--- src/rtl/enemy_ai_ctrl_if.sv ---
// Signal bundle between the enemy AI controller and the game datapath.
// The controller uses the slave modport; the game side uses master.
interface enemy_ai_ctrl_if;
  logic        i_enable;
  logic        i_tick;
  logic [10:0] i_player_x;
  logic [9:0]  i_player_y;
  logic [10:0] i_enemy_x;
  logic [9:0]  i_enemy_y;
  logic [1:0]  i_enemy_hp;
  logic [10:0] i_goodbullet_x;
  logic [9:0]  i_goodbullet_y;
  logic        i_goodbullet_isE;
  logic        i_badbullet_isE;
  logic        o_right;
  logic        o_left;
  logic        o_jump;
  logic        o_squat;
  logic        o_attack;
  logic        o_defend;
  logic [2:0]  o_ai_state;

  modport master (
    output i_enable, i_tick, i_player_x, i_player_y, i_enemy_x, i_enemy_y,
           i_enemy_hp, i_goodbullet_x, i_goodbullet_y, i_goodbullet_isE,
           i_badbullet_isE,
    input  o_right, o_left, o_jump, o_squat, o_attack, o_defend, o_ai_state
  );

  modport slave (
    input  i_enable, i_tick, i_player_x, i_player_y, i_enemy_x, i_enemy_y,
           i_enemy_hp, i_goodbullet_x, i_goodbullet_y, i_goodbullet_isE,
           i_badbullet_isE,
    output o_right, o_left, o_jump, o_squat, o_attack, o_defend, o_ai_state
  );
endinterface

--- src/rtl/enemy_ai_ctrl.sv ---
// Tick-driven enemy behaviour FSM: approach/retreat/fire/cool/evade with a defend budget.
// Optional ENEMY_AI_LFSR_EN adds random jumps in APPROACH and a random COOL extension.
//
//  state    | meaning
//  IDLE     | waiting for the next tick to pick a behaviour from distance
//  APPROACH | player far away, step toward the player
//  RETREAT  | player too close, step away from the player
//  FIRE     | mid range, fire volley until FIRE_HOLD attack ticks are counted
//  COOL     | idle after a volley (shorter at low hp)
//  EVADE    | incoming player bullet, shield while budget lasts, then jump/squat
module enemy_ai_ctrl #(
  parameter logic [10:0] NEAR_DIST   = 11'd120,
  parameter logic [10:0] FAR_DIST    = 11'd320,
  parameter logic [10:0] THREAT_DIST = 11'd96,
  parameter logic [9:0]  THREAT_DY   = 10'd32,
  parameter int unsigned FIRE_HOLD   = 4,
  parameter int unsigned COOL_TICKS  = 16,
  parameter logic [3:0]  DEF_MAX     = 4'd8
) (
  input logic            clk,
  input logic            rst,
  enemy_ai_ctrl_if.slave ai
);

  localparam logic [3:0] HOLD_INIT = 4'(FIRE_HOLD);
  localparam logic [4:0] COOL_FULL = 5'(COOL_TICKS);
  localparam logic [4:0] COOL_HALF = 5'(COOL_TICKS / 2);

  typedef enum logic [2:0] {
    S_IDLE     = 3'd0,
    S_APPROACH = 3'd1,
    S_RETREAT  = 3'd2,
    S_FIRE     = 3'd3,
    S_COOL     = 3'd4,
    S_EVADE    = 3'd5
  } state_t;

  state_t      state_q, state_d;
  logic        right_q, right_d, left_q, left_d, jump_q, jump_d;
  logic        squat_q, squat_d, attack_q, attack_d, defend_q, defend_d;
  logic [3:0]  hold_q, hold_d;
  logic [4:0]  cool_q, cool_d;
  logic [3:0]  budget_q, budget_d;
  logic [2:0]  refill_q, refill_d;
`ifdef ENEMY_AI_LFSR_EN
  logic [7:0]  lfsr_q, lfsr_d;
`endif

  logic [10:0] dx_abs, gdx_abs;
  logic [9:0]  gdy_abs;
  logic        threat, player_right, bullet_low;
  state_t      range_st;
  logic [3:0]  hold_cur;
  logic [4:0]  cool_len;

  // Magnitudes come from 12-bit signed differences, saturated to the field width.
  function automatic logic [10:0] abs_dx(input logic [10:0] a, input logic [10:0] b);
    logic [11:0] diff, mag;
    diff = {a[10], a} - {b[10], b};
    mag  = diff[11] ? (~diff + 12'd1) : diff;
    return mag[11] ? 11'h7FF : mag[10:0];
  endfunction

  function automatic logic [9:0] abs_dy(input logic [9:0] a, input logic [9:0] b);
    logic [11:0] diff, mag;
    diff = {{2{a[9]}}, a} - {{2{b[9]}}, b};
    mag  = diff[11] ? (~diff + 12'd1) : diff;
    return (mag > 12'h3FF) ? 10'h3FF : mag[9:0];
  endfunction

  always_comb begin
    state_d  = state_q;
    right_d  = right_q;
    left_d   = left_q;
    jump_d   = jump_q;
    squat_d  = squat_q;
    attack_d = attack_q;
    defend_d = defend_q;
    hold_d   = hold_q;
    cool_d   = cool_q;
    budget_d = budget_q;
    refill_d = refill_q;
`ifdef ENEMY_AI_LFSR_EN
    lfsr_d   = lfsr_q;
`endif

    dx_abs       = abs_dx(ai.i_player_x, ai.i_enemy_x);
    gdx_abs      = abs_dx(ai.i_goodbullet_x, ai.i_enemy_x);
    gdy_abs      = abs_dy(ai.i_goodbullet_y, ai.i_enemy_y);
    threat       = ai.i_goodbullet_isE && (gdx_abs < THREAT_DIST) && (gdy_abs < THREAT_DY);
    player_right = $signed(ai.i_player_x) > $signed(ai.i_enemy_x);
    bullet_low   = $signed(ai.i_goodbullet_y) > $signed(ai.i_enemy_y);

    if (dx_abs > FAR_DIST)       range_st = S_APPROACH;
    else if (dx_abs < NEAR_DIST) range_st = S_RETREAT;
    else                         range_st = S_FIRE;

    hold_cur = (state_q == S_FIRE) ? hold_q : HOLD_INIT;
    cool_len = (ai.i_enemy_hp == 2'd1) ? COOL_HALF : COOL_FULL;
`ifdef ENEMY_AI_LFSR_EN
    cool_len = cool_len + {2'b00, lfsr_q[2:0]};
`endif

    if (!ai.i_enable) begin
      state_d  = S_IDLE;
      right_d  = 1'b0;
      left_d   = 1'b0;
      jump_d   = 1'b0;
      squat_d  = 1'b0;
      attack_d = 1'b0;
      defend_d = 1'b0;
      hold_d   = '0;
      cool_d   = '0;
      refill_d = '0;
      budget_d = DEF_MAX;
    end else if (ai.i_tick) begin
`ifdef ENEMY_AI_LFSR_EN
      lfsr_d = {lfsr_q[6:0], lfsr_q[7] ^ lfsr_q[5] ^ lfsr_q[4] ^ lfsr_q[3]};
`endif
      case (state_q)
        S_IDLE, S_APPROACH, S_RETREAT: state_d = range_st;
        S_FIRE:  state_d = (hold_q == 4'd0) ? S_COOL : S_FIRE;
        S_COOL:  state_d = (cool_q == 5'd0) ? S_IDLE : S_COOL;
        default: state_d = S_IDLE;
      endcase
      if (threat) state_d = S_EVADE;

      // Commands reflect the action of the state being entered on this tick.
      right_d  = 1'b0;
      left_d   = 1'b0;
      jump_d   = 1'b0;
      squat_d  = 1'b0;
      attack_d = 1'b0;
      defend_d = 1'b0;
      hold_d   = '0;
      cool_d   = '0;
      case (state_d)
        S_APPROACH: begin
          right_d = player_right;
          left_d  = !player_right;
`ifdef ENEMY_AI_LFSR_EN
          jump_d  = &lfsr_q[1:0];
`endif
        end
        S_RETREAT: begin
          right_d = !player_right;
          left_d  = player_right;
        end
        S_FIRE: begin
          attack_d = !ai.i_badbullet_isE;
          hold_d   = ai.i_badbullet_isE ? hold_cur : hold_cur - 4'd1;
        end
        S_COOL: cool_d = (state_q == S_COOL) ? cool_q - 5'd1 : cool_len - 5'd1;
        S_EVADE: begin
          if (budget_q != 4'd0) begin
            defend_d = 1'b1;
            budget_d = budget_q - 4'd1;
          end else if (bullet_low) begin
            squat_d = 1'b1;
          end else begin
            jump_d = 1'b1;
          end
        end
        default: ;
      endcase

      if (defend_d) begin
        refill_d = '0;
      end else if (refill_q == 3'd7) begin
        refill_d = '0;
        if (budget_q < DEF_MAX) budget_d = budget_q + 4'd1;
      end else begin
        refill_d = refill_q + 3'd1;
      end
    end
  end

  always_ff @(posedge clk) begin
    if (rst) begin
      state_q  <= S_IDLE;
      right_q  <= 1'b0;
      left_q   <= 1'b0;
      jump_q   <= 1'b0;
      squat_q  <= 1'b0;
      attack_q <= 1'b0;
      defend_q <= 1'b0;
      hold_q   <= '0;
      cool_q   <= '0;
      budget_q <= DEF_MAX;
      refill_q <= '0;
`ifdef ENEMY_AI_LFSR_EN
      lfsr_q   <= 8'hA5;
`endif
    end else begin
      state_q  <= state_d;
      right_q  <= right_d;
      left_q   <= left_d;
      jump_q   <= jump_d;
      squat_q  <= squat_d;
      attack_q <= attack_d;
      defend_q <= defend_d;
      hold_q   <= hold_d;
      cool_q   <= cool_d;
      budget_q <= budget_d;
      refill_q <= refill_d;
`ifdef ENEMY_AI_LFSR_EN
      lfsr_q   <= lfsr_d;
`endif
    end
  end

  assign ai.o_right    = right_q;
  assign ai.o_left     = left_q;
  assign ai.o_jump     = jump_q;
  assign ai.o_squat    = squat_q;
  assign ai.o_attack   = attack_q;
  assign ai.o_defend   = defend_q;
  assign ai.o_ai_state = state_q;

endmodule

--- src/flat_wrapper.sv ---
// flat-port wrapper written by rule: the top's interface ports become plain ports
module enemy_ai_ctrl_flat 
#(
  parameter logic [10:0] NEAR_DIST   = 11'd120,
  parameter logic [10:0] FAR_DIST    = 11'd320,
  parameter logic [10:0] THREAT_DIST = 11'd96,
  parameter logic [9:0]  THREAT_DY   = 10'd32,
  parameter int unsigned FIRE_HOLD   = 4,
  parameter int unsigned COOL_TICKS  = 16,
  parameter logic [3:0]  DEF_MAX     = 4'd8
)
  (clk, rst, ai_i_enable, ai_i_tick, ai_i_player_x, ai_i_player_y, ai_i_enemy_x, ai_i_enemy_y, ai_i_enemy_hp, ai_i_goodbullet_x, ai_i_goodbullet_y, ai_i_goodbullet_isE, ai_i_badbullet_isE, ai_o_right, ai_o_left, ai_o_jump, ai_o_squat, ai_o_attack, ai_o_defend, ai_o_ai_state);
  enemy_ai_ctrl_if ai_i ();
  input logic clk;
  input logic rst;
  input wire logic [$bits(ai_i.i_enable)-1:0] ai_i_enable;
  input wire logic [$bits(ai_i.i_tick)-1:0] ai_i_tick;
  input wire logic [$bits(ai_i.i_player_x)-1:0] ai_i_player_x;
  input wire logic [$bits(ai_i.i_player_y)-1:0] ai_i_player_y;
  input wire logic [$bits(ai_i.i_enemy_x)-1:0] ai_i_enemy_x;
  input wire logic [$bits(ai_i.i_enemy_y)-1:0] ai_i_enemy_y;
  input wire logic [$bits(ai_i.i_enemy_hp)-1:0] ai_i_enemy_hp;
  input wire logic [$bits(ai_i.i_goodbullet_x)-1:0] ai_i_goodbullet_x;
  input wire logic [$bits(ai_i.i_goodbullet_y)-1:0] ai_i_goodbullet_y;
  input wire logic [$bits(ai_i.i_goodbullet_isE)-1:0] ai_i_goodbullet_isE;
  input wire logic [$bits(ai_i.i_badbullet_isE)-1:0] ai_i_badbullet_isE;
  output wire logic [$bits(ai_i.o_right)-1:0] ai_o_right;
  output wire logic [$bits(ai_i.o_left)-1:0] ai_o_left;
  output wire logic [$bits(ai_i.o_jump)-1:0] ai_o_jump;
  output wire logic [$bits(ai_i.o_squat)-1:0] ai_o_squat;
  output wire logic [$bits(ai_i.o_attack)-1:0] ai_o_attack;
  output wire logic [$bits(ai_i.o_defend)-1:0] ai_o_defend;
  output wire logic [$bits(ai_i.o_ai_state)-1:0] ai_o_ai_state;
  assign ai_i.i_enable = ai_i_enable;
  assign ai_i.i_tick = ai_i_tick;
  assign ai_i.i_player_x = ai_i_player_x;
  assign ai_i.i_player_y = ai_i_player_y;
  assign ai_i.i_enemy_x = ai_i_enemy_x;
  assign ai_i.i_enemy_y = ai_i_enemy_y;
  assign ai_i.i_enemy_hp = ai_i_enemy_hp;
  assign ai_i.i_goodbullet_x = ai_i_goodbullet_x;
  assign ai_i.i_goodbullet_y = ai_i_goodbullet_y;
  assign ai_i.i_goodbullet_isE = ai_i_goodbullet_isE;
  assign ai_i.i_badbullet_isE = ai_i_badbullet_isE;
  assign ai_o_right = ai_i.o_right;
  assign ai_o_left = ai_i.o_left;
  assign ai_o_jump = ai_i.o_jump;
  assign ai_o_squat = ai_i.o_squat;
  assign ai_o_attack = ai_i.o_attack;
  assign ai_o_defend = ai_i.o_defend;
  assign ai_o_ai_state = ai_i.o_ai_state;
  enemy_ai_ctrl #(.NEAR_DIST(NEAR_DIST), .FAR_DIST(FAR_DIST), .THREAT_DIST(THREAT_DIST), .THREAT_DY(THREAT_DY), .FIRE_HOLD(FIRE_HOLD), .COOL_TICKS(COOL_TICKS), .DEF_MAX(DEF_MAX)) u_core (.clk(clk), .rst(rst), .ai(ai_i));
endmodule
--- config.mk ---
export PLATFORM = sky130hd
export DESIGN_NAME = enemy_ai_ctrl_flat
export DESIGN_NICKNAME = d
export VERILOG_FILES = /design/src/rtl/enemy_ai_ctrl_if.sv /design/src/rtl/enemy_ai_ctrl.sv /design/src/flat_wrapper.sv
export SDC_FILE = /design/constraint.sdc
export NUM_CORES = 1
export LEC_CHECK = 0
export ABC_AREA = 1
export ABC_CLOCK_PERIOD_IN_PS = 4100
export CORE_AREA = 4 4 100 92
export CTS_CLUSTER_DIAMETER = 80
export DETAILED_ROUTE_END_ITERATION = 16
export DIE_AREA = 0 0 104 96
export GPL_TIMING_DRIVEN = 0
export HOLD_SLACK_MARGIN = 0.15
export PLACE_DENSITY_LB_ADDON = 0.12
export SYNTH_ARGS = -nofsm -noshare
export SYNTH_HDL_FRONTEND = slang
export SYNTH_SLANG_ARGS = --single-unit
--- constraint.sdc ---
create_clock -name clk -period 4.1 [get_ports clk]
set_input_delay 0.82 -clock clk [delete_from_list [all_inputs] [get_ports clk]]
set_output_delay 0.82 -clock clk [all_outputs]
set_load 0.1 [all_outputs]
[After elaboration in Yosys (flattened, before gate mapping)]
Index checks and enable logic that the tools add are counted.
Word-level totals
  register bits after elaboration: 25
  bits in latches: 0
  RAM bits: 0
  memory bits (read-only): 0
  word-level logic and storage cells: 96
  memories kept: 0
Cells by class
  add/subtract/negate cells: 12
  $mul: 0
  div/mod/pow operators: 0
  $lt $le $gt $ge: 8
  equal/unequal tests: 11
  shift operators: 0
  multiplexer cells: 40
  bitwise gates (word level): 4
  reductions and logical operators: 10
Operators by type and width (count)
  adder 12 x 1 -> 12 bit (second input constant): 3
  2-to-1 mux 12 bit: 3
  NOT 12 bit: 3
  2-to-1 mux 4 bit: 8
  2-to-1 mux 3 bit: 8
  subtractor 11 x 11 -> 12 bit: 2
  < comparator 11 x 7 -> 1 bit (second input constant): 2
  2-to-1 mux 11 bit: 2
  2-to-1 mux 5 bit: 3
  equality test 3 x 2 -> 1 bit (second input constant): 4
  equality test 3 bit (second input constant): 4
  > comparator 12 x 10 -> 1 bit (second input constant): 1
  2-to-1 mux 1 bit: 12
  > comparator 11 bit: 1
  > comparator 11 x 9 -> 1 bit (second input constant): 1
  subtractor 10 x 10 -> 11 bit: 1
  > comparator 10 bit: 1
  < comparator 10 x 6 -> 1 bit (second input constant): 1
  2-to-1 mux 10 bit: 1
  subtractor 5 x 1 -> 5 bit (second input constant): 2
  one-hot mux 3 bit (3 select lines): 1
  subtractor 4 x 1 -> 4 bit (second input constant): 2
  equality test 3 x 1 -> 1 bit (second input constant): 2
  zero test 5 bit: 1
  other kinds (13): 16

[Longest topological paths before layout]
  depth after elaboration: 17
  mapped depth: 26
  mapped depth without buffers: 25

[Least setup slack after synthesis]
Ideal clock, no wire load.
  kind: input -> register
  start point: input ai_i_player_x[0]
  end point: register u_core.cool_q[4]
  arrival: 3258 ps
  data required time: 4033 ps
  setup slack: 775 ps
  stages: 19
  path through: inv_1 > ha_1 > fa_1 > ha_1 > inv_1 > nor2_2 > nand3_1 > nor2_1 > nand3_1 > nand2_1 > nand2_1 > nand2_1 > nand2_1 > nor2_2 > nand3_2 > a21oi_4 > nand2_1 > or3_1 > a21oi_2
On the way
  word-level cells in the longest chain between the ends: 14
RTL lines
  from (decl): line flat_wrapper.sv:18  | input wire logic [$bits(ai_i.i_player_x)-1:0] ai_i_player_x;
  subtractor 11 x 11 -> 12 bit *: line enemy_ai_ctrl.sv:59  | diff = {a[10], a} - {b[10], b};
  NOT 12 bit: line enemy_ai_ctrl.sv:60  | mag = diff[11] ? (~diff + 12'd1) : diff;
  adder 12 x 1 -> 12 bit: line enemy_ai_ctrl.sv:60
  2-to-1 mux 12 bit *: line enemy_ai_ctrl.sv:60
  2-to-1 mux 11 bit *: line enemy_ai_ctrl.sv:61  | return mag[11] ? 11'h7FF : mag[10:0];
  < comparator 11 x 7 -> 1 bit: line enemy_ai_ctrl.sv:95  | else if (dx_abs < NEAR_DIST) range_st = S_RETREAT;
  2-to-1 mux 1 bit: line enemy_ai_ctrl.sv:95
  2-to-1 mux 3 bit *: line enemy_ai_ctrl.sv:94  | if (dx_abs > FAR_DIST) range_st = S_APPROACH;
  one-hot mux 3 bit (3 select lines) *: line enemy_ai_ctrl.sv:120  | case (state_q)
  2-to-1 mux 3 bit *: line enemy_ai_ctrl.sv:126  | if (threat) state_d = S_EVADE;
  2-to-1 mux 3 bit *: line enemy_ai_ctrl.sv:116  | end else if (ai.i_tick) begin
  2-to-1 mux 3 bit *: line enemy_ai_ctrl.sv:104  | if (!ai.i_enable) begin
  equality test 3 bit *: line enemy_ai_ctrl.sv:137  | case (state_d)
  2-to-1 mux 5 bit *: line enemy_ai_ctrl.sv:137
  to (signal assigned): line enemy_ai_ctrl.sv:203  | cool_q <= cool_d;
  to (decl): line enemy_ai_ctrl.sv:42  | logic [4:0] cool_q, cool_d;
Mark *: on every way between the ends. The rest lies on a longest branch, timed or not. The select of a mux whose other input is x is not followed.
A chain may end at the register's enable or synchronous reset.

[Worst setup path in the final report]
Same ends and word-level chain as after synthesis.

==> out/qor.csv <==
metric,value,unit
status,"complete, no violations",
final wirelength,11000,um
RePlAce Congestion,0.887,
Core Area,8070,sq um
fmax,259,MHz
Syn Inst Count,780,
boundary pin count,80,
"count leader, synth",nand2_1,
Lkg Pwr,0.00276,uW
"Area growth, synth to finish",20.9,%
power per cell area,214,nW/um^2
CTS tree,done,
"Hold-fix buffers, CTS",0,
post-synth net total,895,
synth warn,0,
final setup violation count,0,
FF-to-FF End,u_core.cool_q[4],
Fill cells,773,
Port Buffers,69,
chip width,104,um
Critical Path End Type,register,
post-DP HPWL,9150,um
Rel. slew slack,34.1,%
CTS root buf,clkbuf_8,
largest stage delay on the critical path,0.45,ns
critical path startpoint category,input port,
Max Cap Viol,0,
first-pass GRT wire length,19100,um
Starting Density,54.3,%
CTS Buffer Depth,2,
TritonCTS Buffers,3,
Final ANT Viol Nets,0,
Site Rows,31,
Worst Clk Skew,0.00306,ns
Post-synth EDFFs,0,
initial drt markers,218,
Slew Limit Fails,0,
routed len/inst,11.6,um
share of layout cells above drive strength 1,8.54,%
via/cell ratio,5.23,
H-tree depth,1,
Post-route DRC,0,
CP Max Fanout,4,
Worst IR Drop VDD,228,uV
flip-flop and latch area,500,sq um
vias,4991,
min cycle time layout,3.85,ns
Main synth FF type,dfxtp_1,
startpoint of the lowest-slack hold path,u_core.ai.o_squat,
worst-margin pin slew,0.985,ns
post-synth top area cell,nand2_1,
Clock Latency Late Sink,0.27,ns
die height,96,um
Reg2Reg Depth,13,
CP endpoint,u_core.cool_q[4],
Worst Path Required,4.31,ns
ANT cells,0,
worst hold path type,reg -> reg,
Total GRT Usage,21.9,%
drt pass-1 iters,5,
mean area per synthesized cell,5.62,sq um
Crit Path Class,in -> reg,
total power,1130,uW
Worst Setup SP,ai_i_player_x[0],
Syn Std Cell Area,4380,sq um
flop-to-flop setup slack,1.61,ns
clock sinks,25,
final non-filler cell total,954,
"Arr. time, crit path",4.06,ns
initial antenna violation count,0,
vias in the first global route,4585,
Commonest cells post-synth,"nand2_1, inv_1, nand3_1, nor2_1, ha_1",
GR Overflow Total,0,
share of the synthesized area in the top cell type,20.3,%
crit share post-route,94.0,%
largest cells by area after synthesis,"nand2_1, inv_1, ha_1",
slowest CP cell,clkdlybuf4s50_1,
die area,9980,sq um
Yosys cell types,43,
area occupied by multi-input gates,3300,sq um
Post-Place Cells,948,
post-synthesis sequential area ratio,11.4,%
Yosys reg bits,25,
"Reg clk slew, reported paths",0.09,ns
Post-synth ARST share,0,%
largest net degree at the start of global routing,15,
crit-path cells,clkdlybuf4s50_1 -> inv_1 -> ha_1 -> fa_1 -> inv_2 -> nand2_2 -> and2_1 -> nor2_2 -> nand3_1 -> nor2_1 -> nand3_1 -> nand2_2 -> nand2_1 -> nand2_1 -> nand2_1 -> nor2_2 -> nand3_2 -> a21oi_4 -> nand2_2 -> or3_1 -> a21oi_2,
nets@finish,971,
"Hold Violations, Final",0,
RR Startpoint,u_core.ai.o_ai_state[2],
timing repair:
action	CTS	global route
gates resized for setup	0	14
buffers inserted	0	2
setup endpoints to repair	0	15
cells by family (layout without fill, tap and decap cells):
logic type	after synthesis	count (layout)	share of synthesized area (%)
buffers and inverters	162	237	14.2
adder cells (fa/ha/maj)	44	44	13.1
flip-flops	25	25	11.4
AO/OA/AOI/OAI	90	90	11.7
AND/OR/NAND/NOR	444	444	46.0
XOR/XNOR	15	15	3.51
per-layer routing:
layer | up-vias | global-route usage, % | share of wire (%)
met3 | 13 | 2.08 | 4.5
li1 | 2636 | - | -
met1 | 2225 | 28.3 | 48
met4 | 0 | 3.88 | 1.1
met5 | - | 0 | 0
met2 | 117 | 40.6 | 47
per-stage QoR:
stage	hold slack [ns]	worst slack [ns]	TNS, ns	instance area [sq um]	util (%)
finish	0.468	0.245	0	5300	65.7
global route	0.502	-0.00202	-0.00202	5300	65.7
CTS	0.469	0.194	0	5240	65.0
detailed placement	0.457	-0.0671	-0.309	5200	64.4
global placement	0.455	-0.0440	-0.0762	5200	64.4
floorplan	0.445	0.775	0	4380	-
state kept, by name, summed over array words and instances, names as in the netlist, 3 cells and up:
register	cells
u_core.ai.o_ai_state	3
u_core.budget_q	4
u_core.cool_q	5
u_core.hold_q	4
u_core.refill_q	3
cell usage in the layout, fill, tap and decap left out, types with 7 or more instances in the layout:
master,synthesis,routed
nor2_1,47,44
o21ai_0,28,28
dfxtp_1,25,25
a21oi_1,39,38
nand3_1,80,80
nand2_1,237,231
clkdlybuf4s50_1,0,69
ha_1,41,40
inv_2,9,10
nor2_2,7,9
xor2_1,7,7
nand4_1,23,23
nand2_2,16,22
inv_1,143,142
nor3_1,7,7
nand3b_1,10,10
power breakdown:
group | leakage, uW | internal [uW] | switching [uW] | total [uW]
clock network | 0.0000255 | 68.0 | 78.8 | 147
registers | 0.000203 | 249 | 4.88 | 254
logic | 0.00253 | 277 | 456 | 732
total | 0.00276 | 594 | 539 | 1130
final cells by class:
class                           count  share of cell area [%]
Timing Repair Buffer               71                    13.3
Tap cell                           99                    2.34
Clock inverter                      1                  0.0945
Sequential cell                    25                    9.45
Buffer                              8                   0.874
Clock buffer                        3                   0.779
Inverter                          154                    10.9
Multi-Input combinational cell    593                    62.2
worst min path at each step:
stage                         endpoint  slack, ns  cells after the start
finish               u_core.ai.o_squat       0.47                      2
global route        u_core.refill_q[0]       0.50                      2
CTS                  u_core.ai.o_squat       0.47                      2
detailed placement   u_core.ai.o_squat       0.46                      2
global placement      u_core.cool_q[1]       0.45                      2
floorplan             u_core.cool_q[2]       0.45                      2
worst max-delay path: cells and delay by family:
family	cells	cell delay, ns
and+or+nand+nor	14	1.69
AOI/OAI and AO/OA	2	0.36
adders and majority gates	2	0.60
buffers and inverters	3	0.59
(Power assumes the default switching activity.)
